`config.mk`:
```
export PLATFORM = sky130hd
export DESIGN_NAME = mem_responder
export DESIGN_NICKNAME = d
export VERILOG_FILES = /design/src/rtl/mem_responder_pkg.sv /design/src/rtl/mem_resp_timer.sv /design/src/rtl/mem_responder.sv
export SDC_FILE = /design/constraint.sdc
export NUM_CORES = 1
export LEC_CHECK = 0
export CORE_MARGIN = 4
export CORE_UTILIZATION = 38
export CTS_BUF_LIST = sky130_fd_sc_hd__clkbuf_16
export DETAILED_ROUTE_END_ITERATION = 10
export PLACE_DENSITY = 0.53
export SLEW_MARGIN = 25
export SYNTH_ARGS = -nofsm -noshare
export SYNTH_HDL_FRONTEND = slang
export SYNTH_SLANG_ARGS = --single-unit
```
`constraint.sdc`:
```
create_clock -name clk -period 4 [get_ports clk]
set_input_delay 0.6 -clock clk [delete_from_list [all_inputs] [get_ports clk]]
set_output_delay 0.6 -clock clk [all_outputs]
set_load 0.01 [all_outputs]
```
`src/rtl/mem_responder_pkg.sv`:
```
// Shared types and constants for the memory responder and its latency timer.
package mem_responder_pkg;

    typedef enum logic [1:0] {
        MrIdle = 2'd0,
        MrWait = 2'd1,
        MrAck  = 2'd2
    } mr_state_e;

    localparam int unsigned MemClkDelay = 8;
    localparam int unsigned DataWidth   = 32;
    localparam int unsigned CntWidth    = 8;

endpackage

```
`src/rtl/mem_resp_timer.sv`:
```
// Loadable 8-bit down-counter with zero flag; stops at zero.
module mem_resp_timer
    import mem_responder_pkg::*;
(
    input  logic                clk,
    input  logic                rst_n,
    input  logic                load,
    input  logic                en,
    input  logic [CntWidth-1:0] load_val,
    output logic                zero
);

    logic [CntWidth-1:0] count_d, count_q;

    always_comb begin
        count_d = count_q;
        if (load) begin
            count_d = load_val;
        end else if (en && (count_q != '0)) begin
            count_d = count_q - 1'b1;
        end
    end

    always_ff @(posedge clk or negedge rst_n) begin
        if (!rst_n) begin
            count_q <= '0;
        end else begin
            count_q <= count_d;
        end
    end

    assign zero = (count_q == '0);

endmodule

```
`src/rtl/mem_responder.sv`:
```
// Slow word-addressed RAM answering cs/we handshakes with a one-cycle ack after
// a fixed latency; the request is latched at acceptance and cs low aborts it.
module mem_responder
    import mem_responder_pkg::*;
#(
    parameter int unsigned ADDR_WIDTH = 5,
    parameter int unsigned CLK_DELAY  = MemClkDelay
) (
    input  logic                  clk,
    input  logic                  rst_n,
    input  logic                  cs,
    input  logic                  we,
    input  logic [ADDR_WIDTH-1:0] addr,
    input  logic [DataWidth-1:0]  din,
    output logic [DataWidth-1:0]  dout,
    output logic                  ack,
    output logic                  busy
);

    localparam int unsigned Depth = 2 ** ADDR_WIDTH;

    generate
        if (CLK_DELAY < 1 || CLK_DELAY > 255) begin : gen_bad_delay
            $error("mem_responder: CLK_DELAY must be within 1..255");
        end
    endgenerate

    mr_state_e             state_d, state_q;
    logic                  we_d, we_q;
    logic [ADDR_WIDTH-1:0] addr_d, addr_q;
    logic [DataWidth-1:0]  din_d, din_q;
    logic [DataWidth-1:0]  dout_d, dout_q;
    logic                  ack_d, ack_q;
    logic                  busy_d, busy_q;
    logic [DataWidth-1:0]  mem_q [Depth];

    logic mem_we;
    logic tmr_load;
    logic tmr_en;
    logic tmr_zero;

    mem_resp_timer u_timer (
        .clk      (clk),
        .rst_n    (rst_n),
        .load     (tmr_load),
        .en       (tmr_en),
        .load_val (CntWidth'(CLK_DELAY - 1)),
        .zero     (tmr_zero)
    );

    always_comb begin
        state_d  = state_q;
        we_d     = we_q;
        addr_d   = addr_q;
        din_d    = din_q;
        dout_d   = dout_q;
        mem_we   = 1'b0;
        tmr_load = 1'b0;
        tmr_en   = 1'b0;
        unique case (state_q)
            MrIdle: begin
                if (cs) begin
                    state_d  = MrWait;
                    we_d     = we;
                    addr_d   = addr;
                    din_d    = din;
                    tmr_load = 1'b1;
                end
            end
            MrWait: begin
                // Dropping cs mid-wait abandons the request with no side effects.
                if (!cs) begin
                    state_d = MrIdle;
                end else if (tmr_zero) begin
                    state_d = MrAck;
                    if (we_q) begin
                        mem_we = 1'b1;
                    end else begin
                        dout_d = mem_q[addr_q];
                    end
                end else begin
                    tmr_en = 1'b1;
                end
            end
            MrAck: begin
                state_d = MrIdle;
            end
            default: begin
                state_d = MrIdle;
            end
        endcase
        ack_d  = (state_d == MrAck);
        busy_d = (state_d != MrIdle);
    end

    always_ff @(posedge clk or negedge rst_n) begin
        if (!rst_n) begin
            state_q <= MrIdle;
            we_q    <= 1'b0;
            addr_q  <= '0;
            din_q   <= '0;
            dout_q  <= '0;
            ack_q   <= 1'b0;
            busy_q  <= 1'b0;
        end else begin
            state_q <= state_d;
            we_q    <= we_d;
            addr_q  <= addr_d;
            din_q   <= din_d;
            dout_q  <= dout_d;
            ack_q   <= ack_d;
            busy_q  <= busy_d;
        end
    end

    // Storage survives reset.
    always_ff @(posedge clk) begin
        if (mem_we) begin
            mem_q[addr_q] <= din_q;
        end
    end

    assign dout = dout_q;
    assign ack  = ack_q;
    assign busy = busy_q;

endmodule

```
==> results.py, run 1 <==
metrics = {
    "status": {
        "status": "finished, final reports clean",
    },
    "timing": {
        "setup_violations": 0,
        "hold_viol": 0,
        "grt_setup_unrepaired": "false",
        "worst_pin_slew_ns": 1.111,
        "fmax_mhz": 293.6,
        "drv_slew": 0,
        "fin_crit_sh_pct": 85.15,
        "relSlewSlack_pct": 25.79,
        "period_needed_ns": 3.406,
        "finalSetupTns_ns": 0,
        "worst_hold_slack_ns": 0.4219,
        "timing.final.ws_setup_ns": 0.5942,
        "finalClockSkew_ns": 0.03132,
    },
    "yosys": {
        "syn_area_um2": 42350,
        "synth.ff_latch_count": 1106,
        "seq_area_frac_synth_pct": 77.45,
        "synth_top_area_share_pct": 72.60,
        "synth_edf_count": 1024,
        "synth_area_per_cell_um2": 18.45,
        "netlist.top_cell.by_area": "edfxtp_1",
        "async_flop_share_pct": 7.414,
        "synth_warnings": 0,
        "netlist_instances": 2296,
        "synthesis.nets": 2339,
        "synthTopCellsByArea": "edfxtp_1 73%, mux2i_1 9.2%, dfrtp_1 4.8%",
        "synth_cell_types": 50,
        "yosys_most_used_dff": "edfxtp_1",
    },
    "grt": {
        "first_global_vias": 22490,
        "antenna_found_initial": 3,
        "grt_max_degree": 48,
        "grt.met1_usage_pct": 26.74,
        "grt-busiest-layer": "met2",
        "use_met2_pct": 31.74,
        "grt.overflow.total": 0,
        "grt_pass1_wl_um": 163400,
        "gr-usage-met3_pct": 3.848,
        "grt.total_usage_pct": 19.45,
    },
    "setup_path": {
        "rrSetupSlack_ns": 0.59,
        "max_stage_delay_ns": 0.79,
        "crit_start": "addr_q[3]",
        "arrival_ns": 3.98,
        "critPathBufInv": 3,
        "worst-path-max-fanout": 18,
        "reg2reg_depth": 8,
        "end_kind": "flip-flop",
        "path_depth": 8,
        "crit_end": "dout[20]",
        "crit_family": "simple AND/OR/NAND/NOR gates",
        "crit_top_cell": "buf_4",
        "cp-start-kind": "flip-flop",
        "r2r-start": "addr_q[3]",
        "r2r-end": "dout[20]",
        "cp.required_ns": 4.58,
        "cp_cell_sequence": "nand4bb_2, buf_4, buf_4, o22ai_1, nor4_1, buf_4, nand4_1, o21a_1",
        "setup.worst_path.class": "flip-flop to flip-flop",
        "critical_path.slowest_cell": "nor4_1",
    },
    "die": {
        "initial_core_util_pct": 38.27,
        "core_um2": 110700,
        "row_count": 122,
        "io_pins": 75,
        "fp.dieH_um": 341.9,
        "die_area_um2": 116900,
        "dieWidth_um": 341.9,
    },
    "min_path": {
        "whs_path_depth": 3,
        "min-delay-path-class": "primary input to flip-flop",
    },
    "power": {
        "ir_worst_vdd_uv": 347.2,
        "power.leakage_nw": 16.78,
        "comb_power_share_pct": 14.3,
        "powerDensity_nw_per_um2": 576.6,
        "p_int_w": 0.02133,
        "pwr-share-seq_pct": 47.5,
        "switching_share_pct": 25.90,
        "power_w": 0.02879,
        "p_clk_share_pct": 38.2,
        "p_switching_w": 0.007455,
    },
    "clocking": {
        "clock_path_buffers": 3,
        "cts_tree": "done",
        "clock-sinks": 1106,
        "holdBufCountCts": 1,
        "path_clk_slew_ns": 0.06,
        "cts_made_buffers": 114,
        "htree_num_levels": 3,
        "ctsRootBufferMaster": "clkbuf_16",
        "clock_latency_ns": 0.71,
        "post_cts_buffers": 0,
        "cts_resized": 0,
    },
    "job": {
        "drv_cap": 0,
    },
    "cells_and_area": {
        "nets": 2559,
        "layout-drive-gt1-share_pct": 17.14,
        "areaGrowthSynthToFinish_pct": 17.88,
        "final_cells": 4103,
    },
    "detailed_routing": {
        "routedWlPerCell_um": 27.87,
        "vias_per_cell": 5.401,
        "ant_nets": 0,
        "vias": 22160,
        "drc_errors": 0,
        "drt_iter0_drc": 2230,
        "firstDrtPassIters": 5,
        "wl_um": 114400,
    },
    "placement": {
        "port_buffers": 74,
        "dp_hpwl_um": 71830,
        "gp_congestion": 0.8336,
        "dp_worst_setup_slack_ns": 0.5510,
        "place_inst": 3887,
    },
}
## metrics by stage
| step | util [%] | instance area (um2) |
|---|---|---|
| floorplan | - | 42350 |
| global placement | 41.55 | 45990 |
| detailed placement | 41.56 | 45990 |
| CTS | 45.11 | 49920 |
| global route | 45.11 | 49920 |
| finish | 45.11 | 49930 |
## cells in the mapped netlist (11+ instances only)
| cell type | instances |
|---|---|
| edfxtp_1 | 1024 |
| mux2i_1 | 390 |
| o22ai_1 | 142 |
| nand2_1 | 135 |
| dfrtp_1 | 82 |
| buf_2 | 76 |
| mux4_2 | 61 |
| a22oi_1 | 59 |
| nor2_1 | 48 |
| nand4_1 | 33 |
| o21a_1 | 32 |
| nor4_1 | 30 |
| clkbuf_1 | 27 |
| nand3_1 | 26 |
| buf_4 | 18 |
| a21oi_1 | 11 |
## power by group through the flow
stage | sequential, W | combinational (W) | clock [W]
final | 0.0137 | 0.00412 | 0.0110
after global routing | 0.0137 | 0.00437 | 0.0117
after CTS | 0.0137 | 0.00416 | 0.0112
after detailed placement | 0.0139 | 0.00415 | 0
after global placement | 0.0139 | 0.00409 | 0
after floorplan | 0.0140 | 0.00217 | 0
## worst min-delay path by stage
stage,from,endpoint,slack (ns)
floorplan,rst_n,ack,0.30
global placement,din_q[11],din_q[11],0.46
detailed placement,din_q[10],din_q[10],0.46
CTS,din[6],din_q[6],0.36
global route,din[19],din_q[19],0.41
finish,din[6],din_q[6],0.42
## kinds of logic (layout without fill, tap and decap cells)
kind of cell	count (synthesis)	after routing	synth area share, %
and+or+nand+nor	327	327	3.888
buffers and inverters	135	453	1.740
xor gates and xnor gates	6	6	0.1241
DFF	1106	1106	77.45
muxes	451	451	12.46
AOI/OAI and AO/OA	269	269	4.283
other	0	1	0
adders and majority gates	2	2	0.05907
## cell usage in the layout, fill, tap and decap left out, drive strengths merged, types with 4 or more instances in the layout
cell           count
a211oi             9
a21oi             11
a22oi             59
and2               4
and3               4
buf              162
bufinv            20
clkbuf           114
clkdlybuf4s50     73
clkinv            54
clkinvlp           7
dfrtp             82
edfxtp          1024
inv               22
mux2i            390
mux4              61
nand2            135
nand3             26
nand4             33
nand4b             6
nand4bb            6
nor2              48
nor2b              7
nor3               9
nor4              31
o211ai             7
o21a              32
o22ai            142
or4b               4
xor2               4
## per-layer routing
layer  wire length (um)  share of wire [%]
met2              54880                 48
met3               7579                6.6
met4               2722                2.4
met1              49190                 43
met5                  0                  0
## worst register-to-register path: stages, from the launching register on
cell and delay, ns:
dfrtp_1 0.73, nand4bb_2 0.77, buf_4 0.26, buf_4 0.18, o22ai_1 0.08, nor4_1 0.79
buf_4 0.23, nand4_1 0.10, o21a_1 0.13
## registers in the layout, summed over array words and instances, names as in the netlist
register         flops
mem_q             1024
din_q               32
dout                32
u_timer.count_q      8
addr_q               5
state_q              2
ack                  1
busy                 1
we_q                 1
## area by class of cell
type,count,area (um2)
Fill cell,9453,60740
Sequential cell,1106,32810
Multi-Input combinational cell,1055,9086
Clock buffer,114,2853
Timing Repair Buffer,236,2232
Tap cell,1488,1862
Clock inverter,100,1066
Inverter,3,11.26
Antenna cell,1,2.502
Power figures use the tool's default switching activity.
==> inputs of run 2 (changes only) <==
==> constraint.sdc (replaced) <==
create_clock -name clk -period 3.2 [get_ports clk]
set_input_delay 0.48 -clock clk [delete_from_list [all_inputs] [get_ports clk]]
set_output_delay 0.48 -clock clk [all_outputs]
set_load 0.01 [all_outputs]
==> run 2 against run 1 <==
Compared with the run above:
- worst setup slack got worse by 0.35 ns
- first-iteration DRC count up 0.94%
- register-to-register slack got worse by 0.35 ns
- count of clock-buffer cells in the layout fell by 3
- utilization is 0.13 points lower
- largest cell class unchanged
- routed wire length is 0.52% higher
- clock skew decreased by 0.0080 ns
- via count is 1.1% higher
- critical endpoint is now dout[6]
- cell area shrank 0.28%
- largest power group unchanged
==> results.py, run 2 (synthesis gave the netlist of run 1 again) <==
metrics = {
    "setup_path": {
        "reg2reg_depth": 8,
        "cp.required_ns": 3.78,
        "arrival_ns": 3.53,
        "end_kind": "flip-flop",
        "setup.worst_path.class": "flip-flop to flip-flop",
        "worst-path-max-fanout": 26,
        "cp-start-kind": "flip-flop",
    },
    "clocking": {
        "path_clk_slew_ns": 0.06,
        "cts_tree": "done",
        "post_cts_buffers": 0,
        "clock-sinks": 1106,
        "clock_latency_ns": 0.69,
        "clock_path_buffers": 3,
        "cts_made_buffers": 111,
        "cts_resized": 0,
        "holdBufCountCts": 1,
        "ctsRootBufferMaster": "clkbuf_16",
        "htree_num_levels": 3,
    },
    "timing": {
        "fin_crit_sh_pct": 92.34,
        "fmax_mhz": 338.4,
        "worst_hold_slack_ns": 0.2562,
        "grt_setup_unrepaired": "false",
        "relSlewSlack_pct": 34.66,
        "drv_slew": 0,
        "hold_viol": 0,
        "worst_pin_slew_ns": 0.9765,
        "setup_violations": 0,
        "period_needed_ns": 2.955,
        "finalClockSkew_ns": 0.02328,
    },
    "power": {
        "p_switching_w": 0.009206,
        "p_int_w": 0.02562,
        "pwr-share-seq_pct": 49.5,
        "power.leakage_nw": 16.73,
        "comb_power_share_pct": 15.0,
        "p_clk_share_pct": 35.5,
        "powerDensity_nw_per_um2": 699.6,
        "ir_worst_vdd_uv": 425.3,
        "switching_share_pct": 26.43,
    },
    "detailed_routing": {
        "ant_nets": 0,
        "vias_per_cell": 5.457,
        "routedWlPerCell_um": 28.00,
        "vias": 22410,
        "drt_iter0_drc": 2251,
        "drc_errors": 0,
        "wl_um": 115000,
        "firstDrtPassIters": 5,
    },
    "placement": {
        "placed_cell_area_um2": 46290,
        "dp_hpwl_um": 72850,
        "port_buffers": 74,
        "gp_congestion": 0.8123,
    },
    "cells_and_area": {
        "utilization_pct": 44.99,
        "areaGrowthSynthToFinish_pct": 17.54,
        "layout_common_cells": "1,024 x edfxtp_1, 390 x mux2i_1, 142 x o22ai_1",
        "nets": 2567,
        "layout_commonest_cell": "edfxtp_1",
        "largest_reg_flops": 1024,
        "n_antenna_cell": 0,
        "design_area_um2": 49790,
        "layout-drive-gt1-share_pct": 16.88,
        "top_register": "mem_q",
    },
    "die": {
        "row_count": 122,
        "die_area_um2": 116900,
        "core_um2": 110700,
        "io_pins": 75,
        "dieWidth_um": 341.9,
        "fp.dieH_um": 341.9,
        "initial_core_util_pct": 38.27,
    },
    "grt": {
        "grt.overflow.total": 0,
        "grt.total_usage_pct": 19.50,
        "antenna_found_initial": 1,
        "grt_max_degree": 68,
        "first_global_vias": 22470,
        "grt_pass1_wl_um": 164000,
    },
    "job": {
        "drv_cap": 0,
    },
    "status": {
        "status": "finished, final reports clean",
    },
    "min_path": {
        "min-delay-path-class": "primary input to async pin",
    },
}
==> run 2: changes by cell type in the layout (fill, tap and decap cells not counted), moves of 4 or more <==
| cell | delta |
|---|---|
| clkinv_1 | +4 |
| clkinvlp_4 | -5 |
| inv_1 | +8 |
| buf_4 | -6 |
| buf_12 | +17 |
| bufinv_16 | -11 |
==> run 2: worst paths after layout <==
path,slack [ns],to,start
max reg2reg,0.25,dout[6],addr_q[1]
min,0.26,dout[16],rst_n
min in group clk,0.32,din_q[16],din[16]
max,0.25,dout[6],addr_q[1]
max in group asynchronous,2.11,din_q[8],rst_n
min reg2reg,0.47,din_q[12],din_q[12]
==> run 2: per-layer routing <==
| metal | vias to the layer above | part of all wire (%) | GRT usage, % |
|---|---|---|---|
| met5 | - | 0 | 0 |
| met3 | 127 | 6.0 | 2.844 |
| met2 | 721 | 48 | 31.57 |
| li1 | 9700 | - | - |
| met1 | 11860 | 44 | 28.11 |
| met4 | 0 | 1.8 | 4.434 |
==> run 2: power by group through the flow <==
stage | sequential (W) | clock (W) | combinational, W
after global placement | 0.0175 | 0 | 0.00520
after floorplan | 0.0175 | 0 | 0.00272
final | 0.0172 | 0.0124 | 0.00522
after CTS | 0.0173 | 0.0127 | 0.00527
after global routing | 0.0173 | 0.0133 | 0.00552
after detailed placement | 0.0176 | 0 | 0.00525
==> run 2: through the flow <==
stage	power [W]	worst slack, ns	TNS (ns)	cells
after detailed placement	0.02281	0.1705	0	3898
after global placement	0.02274	0.1936	0	3898
final	0.03483	0.2452	0	4106
after floorplan	0.02023	-0.2925	-99.94	2296
after global routing	0.03608	0.1286	0	4106
after CTS	0.03518	0.1742	0	4106
==> run 2: area by class of cell <==
cell class	count	area (um2)
fillers	9404	60880
clock buffers	111	2778
flip-flops and latches	1106	32820
clock inverters	96	705.7
well taps	1488	1862
multi-input cells	1055	9084
inverters	3	11.26
repair buffers	247	2527
==> run 2: worst max-delay path: stages, from the launching register on <==
cell and delay, ns:
dfrtp_4 0.69, buf_4 0.51, buf_4 0.28, mux2i_1 0.23, o22ai_1 0.11, nor4_1 0.46
buf_4 0.22, nand4_1 0.15, o21a_1 0.16
==> inputs of run 3 (changes only) <==
--- a/config.mk
+++ b/config.mk
@@ -9,7 +9,7 @@
 export CORE_UTILIZATION = 38
 export CTS_BUF_LIST = sky130_fd_sc_hd__clkbuf_16
 export DETAILED_ROUTE_END_ITERATION = 10
-export PLACE_DENSITY = 0.53
+export PLACE_DENSITY = 0.55
 export SLEW_MARGIN = 25
 export SYNTH_ARGS = -nofsm -noshare
 export SYNTH_HDL_FRONTEND = slang
==> constraint.sdc (replaced) <==
create_clock -name clk -period 2.5 [get_ports clk]
set_input_delay 0.375 -clock clk [delete_from_list [all_inputs] [get_ports clk]]
set_output_delay 0.375 -clock clk [all_outputs]
set_load 0.01 [all_outputs]
==> run 3 against run 2 <==
Compared with the run above:
- utilization is 1.2 points higher
- count of clock-buffer cells in the layout is 3 higher
- critical path type unchanged
- hold slack worse by 0.061 ns
- cell area is 2.7% higher
- global-route usage is 0.33 points higher
- non-clock buffer count is 73 higher
- largest power group unchanged
- combinational power is 48% higher
- first-iteration DRC count is 1.5% higher
==> results.py, run 3 (synthesis gave the netlist of run 1 again) <==
metrics = {
    "status": {
        "status": "finished, final reports clean",
    },
    "detailed_routing": {
        "firstDrtPassIters": 7,
        "drc_errors": 0,
        "wl_um": 116900,
        "ant_nets": 0,
        "drt_iter0_drc": 2285,
        "vias": 22720,
        "vias_per_cell": 5.429,
        "routedWlPerCell_um": 27.91,
    },
    "cells_and_area": {
        "multi_input_comb_area_um2": 9214,
        "nets": 2642,
        "areaGrowthSynthToFinish_pct": 20.76,
        "seq_area_um2": 32810,
        "top_register": "mem_q",
        "layout_commonest_cell": "edfxtp_1",
        "layout-drive-gt1-share_pct": 19.61,
        "num-fill-cells": 9245,
        "design_area_um2": 51150,
        "largest_reg_flops": 1024,
        "utilization_pct": 46.22,
        "layout_common_cells": "1,024 x edfxtp_1, 388 x mux2i_1, 161 x buf_4",
    },
    "placement": {
        "gp_congestion": 0.8796,
        "placed_cell_area_um2": 47390,
        "dp_hpwl_um": 77350,
        "port_buffers": 74,
        "dp_worst_setup_slack_ns": -0.3824,
    },
    "timing": {
        "period_needed_ns": 2.481,
        "setup_violations": 0,
        "finalSetupTns_ns": 0,
        "drv_slew": 0,
        "timing.final.ws_setup_ns": 0.01917,
        "relSlewSlack_pct": 37.99,
        "finalClockSkew_ns": 0.03985,
        "grt_setup_unrepaired": "true",
        "fin_crit_sh_pct": 99.23,
        "fmax_mhz": 403.1,
        "worst_pin_slew_ns": 0.9267,
        "hold_viol": 0,
    },
    "power": {
        "power.leakage_nw": 17.35,
        "powerDensity_nw_per_um2": 892.2,
        "ir_worst_vdd_uv": 528.7,
    },
    "clocking": {
        "htree_num_levels": 3,
        "clock-sinks": 1106,
        "cts_made_buffers": 112,
        "clock_path_buffers": 3,
        "clock_latency_ns": 0.70,
        "path_clk_slew_ns": 0.06,
        "cts_tree": "done",
        "ctsRootBufferMaster": "clkbuf_16",
    },
    "grt": {
        "first_global_vias": 22840,
        "grt.overflow.total": 0,
        "antenna_found_initial": 4,
        "grt_pass1_wl_um": 166100,
        "grt_max_degree": 56,
        "grt.total_usage_pct": 19.84,
    },
    "setup_path": {
        "cp.required_ns": 3.08,
        "crit_start": "addr_q[1]",
        "worst-path-max-fanout": 21,
        "rrSetupSlack_ns": 0.02,
        "end_kind": "flip-flop",
        "cp-start-kind": "flip-flop",
        "reg2reg_depth": 8,
        "arrival_ns": 3.06,
        "crit_end": "dout[31]",
        "r2r-end": "dout[31]",
        "r2r-start": "addr_q[1]",
        "setup.worst_path.class": "flip-flop to flip-flop",
    },
    "die": {
        "initial_core_util_pct": 38.27,
        "fp.dieH_um": 341.9,
        "core_um2": 110700,
        "row_count": 122,
        "dieWidth_um": 341.9,
        "die_area_um2": 116900,
        "io_pins": 75,
    },
    "job": {
        "drv_cap": 0,
    },
    "min_path": {
        "min-delay-path-class": "primary input to flip-flop",
    },
}
[run 3: changes by cell type in the layout (fill, tap and decap cells not counted), sizes merged, moves of 3 or more]
cell	before	now
inv	30	38
clkbuf	111	114
clkinv	58	48
clkinvlp	2	5
buf	173	246
[run 3: how the worst min path moves through the flow]
stage / from / to / cells past startpoint
4_1_cts: din[5] / din_q[5] / 3
3_3_place_gp: rst_n / din_q[20] / 2
2_1_floorplan: rst_n / ack / 0
3_5_place_dp: rst_n / dout[10] / 2
6_report: din[5] / din_q[5] / 3
5_1_grt: din[17] / din_q[17] / 3
[run 3: cell type report]
class / count / share of cell area [%]
diodes: 1 / 0.004892
flip-flops and latches: 1106 / 64.15
multi-input cells: 1056 / 18.01
clock inverters: 98 / 1.451
clock buffers: 114 / 5.577
well taps: 1488 / 3.640
inverters: 3 / 0.02202
repair buffers: 320 / 7.138
[run 3: stage by stage]
stage	hold WS, ns	total power (W)	cells
2_1_floorplan	0.07941	0.02593	2296
3_3_place_gp	0.4065	0.02963	3970
3_5_place_dp	0.4094	0.02972	3970
4_1_cts	0.1483	0.04595	4184
5_1_grt	0.2015	0.04717	4185
6_report	0.1954	0.04563	4186
[run 3: report_power, final]
| part | total (W) | switching [W] | leakage (nW) | internal [W] |
|---|---|---|---|---|
| combinational | 0.00770 | 0.00487 | 5.16 | 0.00283 |
| sequential | 0.0217 | 0.000326 | 10.3 | 0.0214 |
| clock | 0.0162 | 0.00693 | 1.86 | 0.00929 |
[run 3: critical path: stages, from the launching register on]
cell and delay (ns):
dfrtp_4 0.45, buf_12 0.22, buf_6 0.30, mux2i_1 0.26
o22ai_1 0.13, nor4_2 0.39, buf_4 0.18, o2111ai_1 0.20
o21a_1 0.16
[run 3: layer usage]
layer,routed length (um),vias to the layer above,global-route usage [%]
li1,-,9865,-
met1,50180,11840,28.26
met2,55690,874,32.10
met3,8664,141,3.216
met4,2310,2,4.815
met5,3,-,0
[run 3: what timing repair did]
| item | CTS | global route |
|---|---|---|
| cloned | 1 | 0 |
| setup endpoints to repair | 7 | 104 |
| resized for setup | 11 | 13 |
| hold buffers | 1 | 0 |
| endpoints found under the hold margin | 82 | 0 |
| buffers inserted | 0 | 1 |
| pin swaps | 1 | 0 |
